$ cat config.mk
export PLATFORM = sky130hd
export DESIGN_NAME = mb_rx_flit_ctrl
export DESIGN_NICKNAME = d
export VERILOG_FILES = /design/src/rtl/mb_rx_flit_ctrl.sv
export SDC_FILE = /design/constraint.sdc
export NUM_CORES = 1
export LEC_CHECK = 0
export ABC_AREA = 1
export CAP_MARGIN = 10
export CORE_ASPECT_RATIO = 2
export CORE_MARGIN = 5
export CORE_UTILIZATION = 34
export DETAILED_ROUTE_END_ITERATION = 8
export HOLD_SLACK_MARGIN = 0.02
export PLACE_DENSITY = 0.6
export SYNTH_ARGS = -nofsm -noshare
export SYNTH_HDL_FRONTEND = slang
export SYNTH_SLANG_ARGS = --single-unit
$ cat constraint.sdc
create_clock -name clk -period 2.4 [get_ports clk]
set_clock_uncertainty 0.05 [all_clocks]
set_input_delay 0.48 -clock clk [delete_from_list [all_inputs] [get_ports clk]]
set_output_delay 0.48 -clock clk [all_outputs]
set_load 0.005 [all_outputs]
$ cat src/rtl/mb_rx_flit_ctrl.sv
// Mainband receive flit-path controller: link sequencing, downstream slot
// occupancy tracking, batched/timed credit return and protocol error flags.
module mb_rx_flit_ctrl #(
   parameter int CREDITS       = 4,
   parameter int RET_THRESHOLD = 2,
   parameter int RET_TIMEOUT   = 16,
   parameter int FLUSH_CYCLES  = 8
) (
   input  logic                             clk,
   input  logic                             reset,
   input  logic                             link_en_i,
   input  logic                             flit_valid_i,
   input  logic                             flit_pop_i,
   input  logic                             err_clr_i,
   output logic                             rx_reset_o,
   output logic                             link_active_o,
   output logic [$clog2(CREDITS+1)-1:0]     occupancy_o,
   output logic                             credit_ret_o,
   output logic [$clog2(CREDITS+1)-1:0]     credit_ret_cnt_o,
   output logic                             overflow_err_o,
   output logic                             underflow_err_o
);

   localparam int CW = $clog2(CREDITS + 1);
   localparam int TW = $clog2(RET_TIMEOUT + 1);
   localparam int FW = $clog2(FLUSH_CYCLES + 1);

   localparam logic [1:0] ST_DISABLED = 2'd0;
   localparam logic [1:0] ST_FLUSH    = 2'd1;
   localparam logic [1:0] ST_ACTIVE   = 2'd2;
   localparam logic [1:0] ST_DRAIN    = 2'd3;

   logic [1:0]    state_q, state_d;
   logic [FW-1:0] flush_cnt_q, flush_cnt_d;
   logic [CW-1:0] occ_q, occ_d;
   logic [CW-1:0] pend_q, pend_d, pend_base;
   logic [TW-1:0] timer_q, timer_d;
   logic          rx_reset_q, link_active_q;
   logic          cret_q;
   logic [CW-1:0] cret_cnt_q, cret_cnt_d;
   logic          ovf_q, unf_q;
   logic          ovf_new, unf_new, freed, fire, grant;

   always_comb begin
      state_d     = state_q;
      flush_cnt_d = flush_cnt_q;
      occ_d       = occ_q;
      pend_d      = pend_q;
      pend_base   = pend_q;
      timer_d     = timer_q;
      ovf_new     = 1'b0;
      unf_new     = 1'b0;
      freed       = 1'b0;
      fire        = 1'b0;
      grant       = 1'b0;

      if (state_q == ST_ACTIVE || state_q == ST_DRAIN) begin
         case ({flit_valid_i, flit_pop_i})
            2'b10: begin
               if (occ_q < CW'(CREDITS)) occ_d = occ_q + 1'b1;
               else                      ovf_new = 1'b1;
            end
            2'b01: begin
               if (occ_q != '0) begin
                  occ_d = occ_q - 1'b1;
                  freed = 1'b1;
               end else begin
                  unf_new = 1'b1;
               end
            end
            2'b11: begin
               if (occ_q != '0) freed   = 1'b1;
               else             unf_new = 1'b1;
            end
            default: ;
         endcase
      end

      case (state_q)
         ST_DISABLED: begin
            if (link_en_i) begin
               state_d     = ST_FLUSH;
               flush_cnt_d = '0;
            end
         end
         ST_FLUSH: begin
            occ_d   = '0;
            pend_d  = '0;
            timer_d = '0;
            if (!link_en_i) begin
               state_d = ST_DISABLED;
            end else if (flush_cnt_q == FW'(FLUSH_CYCLES - 1)) begin
               state_d = ST_ACTIVE;
               grant   = 1'b1;
            end else begin
               flush_cnt_d = flush_cnt_q + 1'b1;
            end
         end
         ST_ACTIVE: begin
            if (!link_en_i) begin
               // Leaving ACTIVE: pending credits are dropped, so no strobe may land in DRAIN.
               state_d = ST_DRAIN;
               pend_d  = '0;
               timer_d = '0;
            end else begin
               // Grant is only issued on the FLUSH->ACTIVE edge, so it never collides with fire.
               fire = (pend_q >= CW'(RET_THRESHOLD)) ||
                      ((pend_q != '0) && (timer_q == TW'(RET_TIMEOUT - 1)));
               pend_base = fire ? '0 : pend_q;
               if (pend_base == CW'(CREDITS)) pend_d = pend_base;
               else                           pend_d = pend_base + CW'(freed);
               timer_d = (fire || pend_q == '0) ? '0 : timer_q + 1'b1;
            end
         end
         default: begin
            pend_d  = '0;
            timer_d = '0;
            if (occ_q == '0 && !flit_valid_i) state_d = ST_DISABLED;
         end
      endcase

      if (grant)     cret_cnt_d = CW'(CREDITS);
      else if (fire) cret_cnt_d = pend_q;
      else           cret_cnt_d = '0;
   end

   always_ff @(posedge clk or negedge reset) begin
      if (!reset) begin
         state_q       <= ST_DISABLED;
         flush_cnt_q   <= '0;
         occ_q         <= '0;
         pend_q        <= '0;
         timer_q       <= '0;
         rx_reset_q    <= 1'b1;
         link_active_q <= 1'b0;
         cret_q        <= 1'b0;
         cret_cnt_q    <= '0;
         ovf_q         <= 1'b0;
         unf_q         <= 1'b0;
      end else begin
         state_q       <= state_d;
         flush_cnt_q   <= flush_cnt_d;
         occ_q         <= occ_d;
         pend_q        <= pend_d;
         timer_q       <= timer_d;
         rx_reset_q    <= (state_d == ST_DISABLED) || (state_d == ST_FLUSH);
         link_active_q <= (state_d == ST_ACTIVE);
         cret_q        <= grant | fire;
         cret_cnt_q    <= cret_cnt_d;
         ovf_q         <= (ovf_q & ~err_clr_i) | ovf_new;
         unf_q         <= (unf_q & ~err_clr_i) | unf_new;
      end
   end

   assign rx_reset_o       = rx_reset_q;
   assign link_active_o    = link_active_q;
   assign occupancy_o      = occ_q;
   assign credit_ret_o     = cret_q;
   assign credit_ret_cnt_o = cret_cnt_q;
   assign overflow_err_o   = ovf_q;
   assign underflow_err_o  = unf_q;

endmodule

==> flow_summary.ini <==
[critical_path]
path_buf_inv = 0
cp-start-kind = register
slowest_delay_ns = 0.43
cp_common_cell = ha_1
cp.arrival_ns = 2.12
slowest_stage = dfrtp_1
criticalPathCategory = register to register
cp_max_fo = 4
rrSetupSlack_ns = 0.38
cp.required_ns = 2.50
worstSetupEndpointType = register
cp_top_family = adder cells
crit_chain = ha_1 > and3_1 > ha_1 > nand2_1 > nand3_1 > nor2_1 > ha_1 > nand2_1 > o21ai_0

[timing]
finalCritPeriodShare = 0.8420
clock.fmax_ghz = 0.4949
fin_tns_setup_ns = 0
min_period_ns = 2.021
maxSlewViolCount = 0
hold_viol = 0
setup_viol = 0
rsz0062_at_grt = false

[detailed_routing]
first_pass_iters = 5
avgRoutedWirePerCell_um = 11.22
drc = 0
antenna_left = 0
drt-initial-drc-count = 22
drt_wl_total_mm = 2.479
via_count = 1011
drt-vias-per-instance = 4.575

[flow_run]
maxCapViolCount = 0

[synth]
yosysTopAreaCell = dfrtp_1
syn_nets = 163
avgSynthCellArea_um2 = 8.212
synth_area_um2 = 1240
synthCells = 151
ys_ff_latch = 25
ys_types = 22
ys_seq_area_frac = 0.5055
synthTopCellsByArea = dfrtp_1 (48%), nand2_1 (13%), inv_1 (7.0%)
synth_warnings = 0
synth_top_area_frac = 0.4844

[layout]
final_nets = 185
drive_gt1_frac = 0.07558
layout_commonest_cell = nand2_1
final_area_um2 = 1515
syn_to_final_growth_pct = 22.20
final_cell_mix = nand2_1 (44), dfrtp_1 (24), inv_1 (23)
diodes = 0

[outcome]
status = finished, final reports clean

[pwr]
vdd_drop_max_v = 0.0006222
power.switching_mw = 0.4565
pwr-share-comb = 0.339
p_int_mw = 0.7813
p_leak_nw = 0.7677
p_per_area_nw_per_um2 = 816.9
clock_power_share = 0.200
switching_share = 0.3688
power_frac_seq = 0.461

[die]
placementRows = 31
core_region_area_um2 = 3568
die_y_um = 95.40
fp.dieArea_um2 = 5028
io_pins = 17
die_x_um = 52.70
start_util = 0.3475

[clocking]
cts_buffers = 3
clockBufferDepth = 2
htree_levels = 1
cts_setup_buffers = 0
cts-root-buf = clkbuf_8
clock_sinks = 25
ctsHoldBuffers = 0
clkTransAtPathRegs_ns = 0.09
ctsResizeCount = 0
worstSkewPairLatency_ns = 0.27
cts_tree = done

[place]
port_buffers = 16
placed_area_um2 = 1469
hpwl_mm = 1.913
globalplace.congestion = 0.8095

[global_routing]
grt_pass1_vias = 1079
grt_usage = 0.1153
grt_start_max_net_pins = 26
antenna_found_initial = 0
gr-total-overflow = 0
grt_pass1_wl_mm = 4.416

[worst_hold_path]
min_path_type = register to register
==> worst reg2reg max path: cells and delay by family (launching register included) <==
kind / cells / cell delay (ns)
flip-flops: 1 / 0.43
AO/OA/AOI/OAI: 1 / 0.08
adder cells (fa/ha/maj): 3 / 0.71
AND/OR/NAND/NOR: 5 / 0.66
==> per-stage QoR <==
| step | total power [mW] | hold slack [ns] | worst slack, ns | utilization | cells |
|---|---|---|---|---|---|
| CTS | 1.260 | 0.4629 | 0.3626 | 0.4246 | 221 |
| global route | 1.355 | 0.4930 | 0.2352 | 0.4246 | 221 |
| finish | 1.238 | 0.4697 | 0.3792 | 0.4246 | 221 |
| global placement | 0.9904 | 0.4404 | 0.3576 | 0.4116 | 217 |
| detailed placement | 1.002 | 0.4389 | 0.3044 | 0.4116 | 217 |
| floorplan | 0.8379 | 0.1344 | 0.6096 | - | 151 |
==> Yosys cell counts <==
library cell	count
o22ai_1	2
dfstp_2	1
nand4_1	1
nand3_1	11
nor2_1	10
inv_2	1
nor3_1	1
inv_1	23
a21oi_2	1
nand2_1	44
and3_1	1
o21ai_1	5
ha_1	5
dfrtp_1	24
conb_1	1
fa_1	1
or2_2	1
nand2_2	3
nor2_4	1
xor2_1	2
or2_0	1
o21ai_0	11
==> final timing paths <==
kind / start / to / cells after the start
max: timer_q[0] / pend_q[0] / 9
min: pend_q[1] / credit_ret_cnt_o[1] / 2
max reg2reg: timer_q[0] / pend_q[0] / 9
min reg2reg: pend_q[1] / credit_ret_cnt_o[1] / 2
max in group asynchronous: reset / rx_reset_o / 2
min in group asynchronous: reset / credit_ret_cnt_o[2] / 2
==> routing by layer <==
| layer | GRT usage | vias to the layer above | part of all wire |
|---|---|---|---|
| li1 | - | 511 | - |
| met1 | 0.1079 | 481 | 0.39 |
| met5 | 0 | - | 0 |
| met4 | 0.05757 | 0 | 0.012 |
| met3 | 0.01878 | 2 | 0.031 |
| met2 | 0.2251 | 17 | 0.57 |
==> sequential cells by signal, summed over array words and instances, names as in the netlist <==
| register | flops |
|---|---|
| timer_q | 5 |
| flush_cnt_q | 4 |
| credit_ret_cnt_o | 3 |
| occupancy_o | 3 |
| pend_q | 3 |
| state_q | 2 |
| credit_ret_o | 1 |
| link_active_o | 1 |
| overflow_err_o | 1 |
| rx_reset_o | 1 |
| underflow_err_o | 1 |
==> layout make-up <==
| type | instances | area, um^2 |
|---|---|---|
| Timing Repair Buffer | 17 | 167.7 |
| Fill cell | 379 | 2053 |
| Clock inverter | 1 | 5.005 |
| Sequential cell | 25 | 626.9 |
| Multi-Input combinational cell | 102 | 523.0 |
| Clock buffer | 3 | 41.29 |
| Tap cell | 49 | 61.31 |
| Inverter | 24 | 90.09 |
==> cells by family after synthesis <==
kind of cell | count (synthesis) | synth area share
buffers and inverters | 24 | 0.07265
other | 1 | 0.003024
flip-flops | 25 | 0.5056
XOR/XNOR | 2 | 0.01413
AO/OA/AOI/OAI | 19 | 0.08173
adder cells (fa/ha/maj) | 6 | 0.06660
AND/OR/NAND/NOR | 74 | 0.2563
==> power groups by stage <==
stage | Clock (mW) | Sequential [mW] | Combinational [mW]
finish | 0.248 | 0.570 | 0.419
global route | 0.273 | 0.588 | 0.493
CTS | 0.261 | 0.572 | 0.427
detailed placement | 0 | 0.580 | 0.423
global placement | 0 | 0.577 | 0.413
floorplan | 0 | 0.568 | 0.270
(Power assumes the default switching activity.)
